$ cat src/rtl/serial_word_tx.sv
// serial_word_tx
//
// Parallel-to-serial word transmitter feeding the single-bit input of the
// sequence detectors. Words are sent LSB first, one bit per clock. A word
// comes either from a valid/ready handshake (manual mode) or from a built-in
// ramp generator producing 0, STEP, 2*STEP, ... up to LIMIT (auto mode).
//
// Parameters:
//   WIDTH  bits per word
//   STEP   ramp increment in auto mode
//   LIMIT  last permitted ramp value (LIMIT < 2**WIDTH)
//
// Ports:
//   clk         clock, rising edge
//   rstn        asynchronous active-low reset
//   auto        source select (0 manual, 1 ramp), sampled in IDLE only
//   start       ramp start request, used when auto=1 in IDLE
//   data_in     word to transmit in manual mode
//   data_valid  data_in valid
//   data_ready  data_in accepted this cycle when data_valid is high
//   tx_bit      serial data (driven from registers only)
//   tx_valid    tx_bit carries a payload bit
//   word_done   current tx_bit is the last bit of a word
//   busy        transmitter is not idle
//   gen_done    one-cycle pulse after the final ramp word

module serial_word_tx #(
    parameter int WIDTH = 14,
    parameter int STEP  = 7,
    parameter int LIMIT = 500
) (
    input  logic             clk,
    input  logic             rstn,
    input  logic             auto,
    input  logic             start,
    input  logic [WIDTH-1:0] data_in,
    input  logic             data_valid,
    output logic             data_ready,
    output logic             tx_bit,
    output logic             tx_valid,
    output logic             word_done,
    output logic             busy,
    output logic             gen_done
);

    localparam int BW = (WIDTH > 1) ? $clog2(WIDTH) : 1;
    localparam logic [BW-1:0] LAST_BIT = BW'(WIDTH - 1);

    typedef enum logic {
        IDLE,
        SHIFT
    } state_t;

    state_t state, state_next;

    logic [WIDTH-1:0] shreg;
    logic [WIDTH-1:0] rval;
    logic [BW-1:0]    bcnt;
    logic             amode;
    logic             gen_done_q;

    logic [WIDTH:0]   nxt;
    logic             ramp_ok;
    logic             last_bit;
    logic             load_word;
    logic             load_ramp_start;
    logic             load_ramp_next;
    logic             gen_done_set;

    // The extra top bit of nxt catches a carry out of WIDTH bits, which ends
    // the run exactly like exceeding LIMIT, so the ramp can never wrap.
    assign nxt      = {1'b0, rval} + (WIDTH + 1)'(STEP);
    assign ramp_ok  = !nxt[WIDTH] && (nxt <= (WIDTH + 1)'(LIMIT));
    assign last_bit = (state == SHIFT) && (bcnt == LAST_BIT);

    // All serial outputs are decoded from registered state only, so they
    // change exclusively on the rising clock edge and drop at once on reset.
    assign tx_bit    = (state == SHIFT) && shreg[0];
    assign tx_valid  = (state == SHIFT);
    assign word_done = last_bit;
    assign busy      = (state != IDLE);
    assign gen_done  = gen_done_q;

    // State register.
    always_ff @(posedge clk or negedge rstn) begin
        if (!rstn) begin
            state <= IDLE;
        end else begin
            state <= state_next;
        end
    end

    // Next-state and handshake decode. In manual mode the next word is taken
    // on the last bit of the current one so consecutive words have no gap.
    always_comb begin
        state_next      = state;
        data_ready      = 1'b0;
        load_word       = 1'b0;
        load_ramp_start = 1'b0;
        load_ramp_next  = 1'b0;
        gen_done_set    = 1'b0;
        case (state)
            IDLE: begin
                data_ready = ~auto;
                if (!auto && data_valid) begin
                    load_word  = 1'b1;
                    state_next = SHIFT;
                end else if (auto && start) begin
                    load_ramp_start = 1'b1;
                    state_next      = SHIFT;
                end
            end
            SHIFT: begin
                if (last_bit) begin
                    if (!amode) begin
                        data_ready = 1'b1;
                        if (data_valid) begin
                            load_word = 1'b1;
                        end else begin
                            state_next = IDLE;
                        end
                    end else if (ramp_ok) begin
                        load_ramp_next = 1'b1;
                    end else begin
                        gen_done_set = 1'b1;
                        state_next   = IDLE;
                    end
                end
            end
            default: state_next = IDLE;
        endcase
    end

    // Datapath: shift register, bit counter, ramp value and latched mode.
    always_ff @(posedge clk or negedge rstn) begin
        if (!rstn) begin
            shreg      <= '0;
            rval       <= '0;
            bcnt       <= '0;
            amode      <= 1'b0;
            gen_done_q <= 1'b0;
        end else begin
            gen_done_q <= gen_done_set;
            if (load_word) begin
                shreg <= data_in;
                bcnt  <= '0;
                amode <= 1'b0;
            end else if (load_ramp_start) begin
                shreg <= '0;
                rval  <= '0;
                bcnt  <= '0;
                amode <= 1'b1;
            end else if (load_ramp_next) begin
                shreg <= nxt[WIDTH-1:0];
                rval  <= nxt[WIDTH-1:0];
                bcnt  <= '0;
            end else if (state == SHIFT) begin
                shreg <= shreg >> 1;
                bcnt  <= last_bit ? '0 : bcnt + 1'b1;
            end
        end
    end

endmodule
$ cat config.mk
export PLATFORM = sky130hd
export DESIGN_NAME = serial_word_tx
export DESIGN_NICKNAME = d
export VERILOG_FILES = /design/src/rtl/serial_word_tx.sv
export SDC_FILE = /design/constraint.sdc
export NUM_CORES = 1
export LEC_CHECK = 0
export ABC_CLOCK_PERIOD_IN_PS = 2300
export CAP_MARGIN = 20
export CORE_MARGIN = 2
export CORE_UTILIZATION = 25
export CTS_BUF_LIST = sky130_fd_sc_hd__clkbuf_8
export CTS_CLUSTER_SIZE = 20
export DETAILED_ROUTE_END_ITERATION = 6
export GPL_TIMING_DRIVEN = 0
export PLACE_DENSITY = 0.41
export RECOVER_POWER = 25
export SLEW_MARGIN = 20
export SYNTH_ARGS = -nofsm -noshare
export SYNTH_HDL_FRONTEND = slang
export SYNTH_SLANG_ARGS = --single-unit
$ cat constraint.sdc
create_clock -name clk -period 2.3 [get_ports clk]
set_input_delay 0.46 -clock clk [delete_from_list [all_inputs] [get_ports clk]]
set_output_delay 0.46 -clock clk [all_outputs]
set_load 0.01 [all_outputs]
After elaboration in Yosys (flattened, before gate mapping)
Cells that the tools add are included.

operators by class
  bitwise logic cells = 3
  equal/unequal tests = 1
  $add $sub $neg = 2
  magnitude comparators = 1
  reductions and logical operators = 11
  mux-type cells = 36

operator list
  kind                     number
  $mux W14                 6
  $mux W1                  22
  $mux W4                  5
  $add A14 B3 Y15 const B  1
  $le A15 B9 Y1 const B    1
  $pmux W1 S2              3
  $logic_and A1 B1 Y1      5
  $add A4 B1 Y4 const B    1
  $eq A4 B4 Y1 const B     1
  $reduce_bool A2 Y1       2
  $reduce_bool A4 Y1       1
  $not A1 Y1               3
  $logic_not A1 Y1         2
  $reduce_and A2 Y1        1

storage, ports and cells
  flip-flop bits (word level) = 35
  word-level logic and storage cells = 60
  output and inout bits = 6

Longest topological paths before layout
Gate-level depths: netlist of the first run.

  word-level depth = 10
  mapped depth = 10
  mapped depth without buffers = 9

Least setup slack after synthesis of the first run
OpenSTA, ideal clock, no wires.

  path kind = reg2reg
  start point = register rval[0]
  end point = register rval[2]
  setup time = 0.132 ns
  arrival time = 2.345 ns
  required time = 2.168 ns
  buffers on the path = 1
  stages on the path, launching flop included = 10
  slack = -0.176 ns
  path through = dfrtp_1 > inv_1 > ha_1 > nor2b_1 > nor4b_1 > mux2i_1 > nand3_2 > buf_2 > o31ai_1 > a21oi_1

on the way
  word-level cells in the longest chain between the ends = 9
  elaborated cells between the ends (all ways) = 12
  those cells by class = add/sub (1); order compare (1); mux (6); reduce/logical (4)

RTL lines
  item                                                      line  RTL
  start: declaration                                        57    logic [WIDTH-1:0] rval;
  start signal: assignment                                  155   rval <= nxt[WIDTH-1:0];
  $add A14 B3 Y15 (*)                                       72    assign nxt = {1'b0, rval} + (WIDTH + 1)'(STEP);
  $le A15 B9 Y1 / $logic_not A1 Y1 (equally long branches)  73    assign ramp_ok = !nxt[WIDTH] && (nxt <= (WIDTH + 1)'(LIMIT));
  $logic_and A1 B1 Y1                                       73
  $mux W1                                                   122   end else if (ramp_ok) begin
  $mux W1                                                   115   if (!amode) begin
  $mux W1                                                   114   if (last_bit) begin
  $mux W1                                                   102   case (state)
  $reduce_bool A2 Y1 (no source line)                       -
  $reduce_and A2 Y1 (no source line)                        -

Every way passes the cells marked *; elsewhere a longest branch is shown, timed or not. The select of a mux whose other input is x is not followed.
A chain may end at the register's enable or synchronous reset.

Worst setup path in the final report of the first run
  start point = register rval[0]
  end point = register rval[5]

The elaborated chain is that of the path after synthesis.

==> results of run 1 <==
-- kinds of logic (layout without fill, tap and decap cells) --
group / Yosys count / after routing / share of synthesized area (%)
xor gates and xnor gates: 10 / 10 / 4.23
muxes: 3 / 3 / 1.45
adders and majority gates: 4 / 4 / 2.42
and+or+nand+nor: 84 / 85 / 22.4
buffers and inverters: 20 / 76 / 4.53
DFF: 35 / 35 / 42.3
AOI/OAI and AO/OA: 69 / 69 / 22.7
-- repair_timing --
| item | 4_1_cts | 5_1_grt |
|---|---|---|
| pin swaps | 5 | 6 |
| endpoints found under the hold margin | 0 | 0 |
| hold buffers | 0 | 0 |
| cloned | 0 | 2 |
| setup endpoints to repair | 33 | 31 |
| buffers inserted | 15 | 9 |
| gates resized for setup | 21 | 25 |
-- routing by layer --
metal	track usage (%)	wire, um
met3	3.48	256
met1	19.5	3090
met5	0	0
met4	4.11	95
met2	26.3	3170
-- final timing paths --
kind                                        from                    end  slack (ps)  cells after the start
max                          rval[0]$_DFFE_PN0P_    rval[5]$_DFFE_PN0P_         -20                      9
min                                         rstn    bcnt[2]$_DFFE_PN0P_         340                      1
max reg2reg                  rval[0]$_DFFE_PN0P_    rval[5]$_DFFE_PN0P_         -20                      9
min reg2reg                shreg[11]$_DFFE_PN0P_  shreg[11]$_DFFE_PN0P_         530                      2
max in group asynchronous                   rstn    rval[5]$_DFFE_PN0P_        1240                      1
min in group clk           shreg[11]$_DFFE_PN0P_  shreg[11]$_DFFE_PN0P_         530                      2
-- cells in the mapped netlist (all sizes together) (4+ instances only) --
cell type | count | area [sq um]
nor2b | 4 | 25.0
nand4 | 7 | 50.1
o211ai | 5 | 37.5
clkbuf | 8 | 30.0
a31oi | 9 | 56.3
and3 | 7 | 43.8
o31ai | 4 | 30.0
ha | 4 | 50.1
a22o | 5 | 43.8
a22oi | 9 | 67.6
o21ai | 12 | 60.1
dfrtp | 35 | 876
nor3 | 4 | 25.0
buf | 6 | 41.3
nand2 | 24 | 90.1
a21oi | 11 | 55.1
inv | 6 | 22.5
xnor2 | 7 | 61.3
nand3 | 13 | 70.1
nor2 | 9 | 33.8
-- area by class of cell --
type / count / area [sq um]
Buffer: 13 / 93.8
Fill cell: 819 / 5190
Tap cell: 105 / 131
Sequential cell: 35 / 878
Clock buffer: 6 / 82.6
Clock inverter: 1 / 5.00
Multi-Input combinational cell: 171 / 1260
Inverter: 6 / 22.5
Timing Repair Buffer: 50 / 472
-- flip-flops by register name (all words and copies together) (netlist names) --
signal and count:
gen_done 1, rval 14, shreg 14, busy 1, bcnt 4, amode 1
-- critical path, stage by stage (launching register included) --
cell and delay [ps]:
dfrtp_2 430, inv_2 70, ha_4 180, nor2b_4 140, nor4b_4 240, mux2i_2 300, buf_4 190, nand3_4 120
or4_4 440, a21oi_2 140
-- metrics by stage --
stage / instances / worst slack [ps] / instance area (sq um)
2_1_floorplan: 225 / 23.5 / 2090
3_3_place_gp: 354 / -559 / 2460
3_5_place_dp: 355 / -493 / 2480
4_1_cts: 377 / -53.2 / 2760
5_1_grt: 387 / -114 / 2940
6_report: 387 / -24.1 / 2940
-- power breakdown --
group / internal [mW] / total, mW / switching, mW
sequential: 0.820 / 1.05 / 0.225
combinational: 0.672 / 1.40 / 0.731
clock: 0.235 / 0.477 / 0.242
==> flow_summary.ini, run 1 <==
[status]
status = complete, but fails checks
violations = negative setup slack

[sta]
setup_viol = 1
min_period_ps = 2320
rsz0062_at_grt = yes
maxSlewViolCount = 0
fin_skew_ps = 5.23
finalWorstSetupSlack_ps = -24.1
fin_crit_sh_pct = 101
tightest_slew_ps = 1080
fin_setup_tns_ps = -24.1
holdWs_ps = 335
fmax_mhz = 430
hold_violations = 0
relSlewSlack_pct = 28.0

[power_and_ir_drop]
peakVddDrop_v = 0.000297
power_density_nw_per_um2 = 994
leakagePower_nw = 1.22
power_mw = 2.93

[setup_path]
cp-end-kind = flip-flop
critPathLaunchType = flip-flop
path_class = flip-flop to flip-flop
worstPathMaxFanout = 6
crit_required_ps = 2520
cp.arrival_ps = 2550

[cts]
cts_buffer_depth = 2
cts_sinks = 35
worst_skew_pair.late_latency_ps = 300
htree_levels = 2
path_clk_slew_ps = 80
cts_buffers = 5
cts_tree = done
cts_root_buf = clkbuf_8

[routing]
ant_nets = 0
first_pass_iters = 4
vias = 2026
drc = 0
avgViaCountPerCell = 5.24
wirelength_um = 6610
wl_per_cell_um = 17.1
first_iter_violations = 125

[synth]
synth_ff_type = dfrtp_1
synth-seq-cells = 35
ys_types = 45
synth.cell_area_sq_um = 2070
synthArstFlopShare_pct = 100
ys_seq_area_share_pct = 42.3
ys_warn_count = 0
synth-edff-count = 0
synth_nets = 248
synth_cells = 225
avgSynthCellArea_sq_um = 9.21

[grt]
overflow = 0
grt_pass1_wl_um = 10700
grt_usage_pct = 15.4
grt_start_max_net_pins = 20
grt_pass1_vias = 2090
antenna_found_initial = 0

[die]
die_area_sq_um = 9030
io_pins = 25
fp.dieW_um = 95.0
rows = 33
die_h_um = 95.0
core_area_sq_um = 8130
initial_core_util_pct = 25.5

[layout]
final_cell_mix = dfrtp_1 (33), buf_4 (26), nand2_1 (23)
diodes = 0
fin_util_pct = 36.2
drive_gt1_share_pct = 27.7
final_common_cell = dfrtp_1
area_growth_pct = 42.1
num-nets-final = 305

[run]
maxCapViolations = 0

[placed_design]
dp_hpwl_um = 4390
routabilityCongestion = 0.739
port_buffers = 24

[hold_path]
min_path_type = primary input to asynchronous set/reset pin
Note: power is estimated with default switching activity, not from simulation.
==> inputs of run 2 (changes only) <==
==> constraint.sdc (replaced) <==
create_clock -name clk -period 2.3 [get_ports clk]
set_input_delay 0.46 -clock clk [delete_from_list [all_inputs] [get_ports clk]]
set_output_delay 0.46 -clock clk [all_outputs]
set_load 0.02 [all_outputs]
==> run 2 against run 1 <==
  * The run still ends with negative setup slack left
  * Total power increased by 5.6%
  * Worst setup slack better by 12 ps
  * Die area is the same
  * Cell count rose by 2.8%
  * Hold slack better by 15 ps
  * Utilization up 1.3 points
  * Combinational power increased by 13%
  * Flip-flop and latch count did not move
  * Maximum frequency grew 0.54%
  * Clock power about the same
  * Critical path type unchanged
  * Highest routed layer unchanged
==> flow_summary.ini, run 2 (synthesis gave the netlist of run 1 again) <==
[layout]
final_common_cell = buf_4
fillers = 805
area_growth_pct = 47.1
fin_cells = 398
multiInputGateArea_sq_um = 1270
top_regs = rval x14, shreg x14, bcnt x4
num-nets-final = 316
seqCellArea_sq_um = 878
diodes = 0
drive_gt1_share_pct = 32.1
final_cell_mix = buf_4 (36), dfrtp_1 (33), nand2_1 (22)
fin_util_pct = 37.5

[die]
die_area_sq_um = 9030
core_area_sq_um = 8130
rows = 33
initial_core_util_pct = 25.5
fp.dieW_um = 95.0
die_h_um = 95.0
io_pins = 25

[cts]
worst_skew_pair.late_latency_ps = 290
cts_tree = done
path_clk_slew_ps = 70
cts_root_buf = clkbuf_8
cts_sinks = 35
htree_levels = 2
cts_buffers = 5
ctsHoldBuffers = 0
cts_buffer_depth = 2

[status]
status = complete, but fails checks
violations = negative setup slack

[setup_path]
cpMaxStageDelayCell = or4_4
path_class = flip-flop to flip-flop
cp-end-kind = flip-flop
worstPathMaxFanout = 9
cp_cell_sequence = buf_12 > buf_4 > o311ai_4 > xnor2_2 > o21a_1 > and3_1 > buf_6 > or4_4 > o31ai_1
slowest_delay_ps = 520
crit_required_ps = 2500
path_buf_inv = 3
critPathLaunchType = flip-flop
cpLargestDelayFamily = simple AND/OR/NAND/NOR gates
cp.arrival_ps = 2510

[placed_design]
dp_hpwl_um = 4390
port_buffers = 24
dp.cells = 355
routabilityCongestion = 0.739

[routing]
wl_per_cell_um = 16.8
avgViaCountPerCell = 5.20
ant_nets = 0
met2_wirelength_um = 3240
vias = 2068
first_pass_iters = 4
first_iter_violations = 102
drc = 0
wl_met3_um = 308
routed.top_layer = met4
wirelength_um = 6690
met1_length_um = 3080

[sta]
setup_viol = 1
min_period_ps = 2310
relSlewSlack_pct = 26.6
fmax_mhz = 433
rsz0062_at_grt = yes
fin_setup_tns_ps = -11.7
fin_skew_ps = 1.87
hold_violations = 0
finalWorstSetupSlack_ps = -11.7
fin_crit_sh_pct = 101
maxSlewViolCount = 0
tightest_slew_ps = 1100
holdWs_ps = 350

[grt]
grt_start_max_net_pins = 20
antenna_found_initial = 0
overflow = 0
grt_pass1_wl_um = 11000
grt_usage_pct = 15.8
grt_pass1_vias = 2157

[power_and_ir_drop]
peakVddDrop_v = 0.000297
power_density_nw_per_um2 = 1010
leakagePower_nw = 1.28

[hold_path]
min_path_type = primary input to asynchronous set/reset pin

[run]
maxCapViolations = 0
run 2: cell types whose count changed in the layout (fill, tap and decap cells not counted), sizes merged:
cell | before | now
buf | 31 | 43
bufbuf | 0 | 1
clkbuf | 15 | 14
dlymetal6s2s | 1 | 0
run 2: worst reg2reg max path: stages, from the launching register on:
cell      delay [ps]
dfrtp_2          430
buf_12           130
buf_4            130
o311ai_4         330
xnor2_2          130
o21a_1           130
and3_1           170
buf_6            140
or4_4            530
o31ai_1           80
run 2: cell type report:
class	instances	area share [%]
tap	105	4.31
clock buffer	6	2.71
buffer	13	2.96
sequential	35	28.8
clock inverter	1	0.164
timing repair buffer	61	18.5
multi-input combinational	171	41.8
inverter	6	0.739
run 2: what timing repair did:
item / in CTS / in global routing
gates cloned: 2 / 0
setup endpoints to repair: 33 / 29
buffers inserted: 23 / 12
pin swaps: 9 / 6
resized for setup: 27 / 23
run 2: per-stage QoR:
step                      setup WS (ps)  power, mW  area [sq um]
after floorplan                    23.5       1.77          2090
after global placement             -559       2.11          2460
after detailed placement           -493       2.11          2480
after CTS                         -38.6       2.94          2900
after global routing              -80.8       3.32          3050
final                             -11.7       3.09          3050
run 2: worst paths after layout:
check	from	to	slack [ps]	cells past startpoint
hold / removal	rstn	bcnt[2]$_DFFE_PN0P_	350	1
min in group clk	shreg[11]$_DFFE_PN0P_	shreg[11]$_DFFE_PN0P_	530	2
setup reg to reg	rval[0]$_DFFE_PN0P_	rval[1]$_DFFE_PN0P_	-10	9
hold reg to reg	shreg[11]$_DFFE_PN0P_	shreg[11]$_DFFE_PN0P_	530	2
max in group asynchronous	rstn	rval[5]$_DFFE_PN0P_	1210	1
setup / recovery	rval[0]$_DFFE_PN0P_	rval[1]$_DFFE_PN0P_	-10	9
run 2: metal layers:
layer / global-route usage, % / vias up
li1: - / 988
met1: 20.0 / 1031
met2: 27.4 / 43
met3: 3.48 / 6
met4: 4.11 / 0
met5: 0 / -
run 2: power by group:
part | total (mW) | internal [mW] | switching [mW]
registers | 1.03 | 0.821 | 0.212
logic | 1.58 | 0.778 | 0.805
clock network | 0.474 | 0.235 | 0.239
total | 3.09 | 1.83 | 1.26
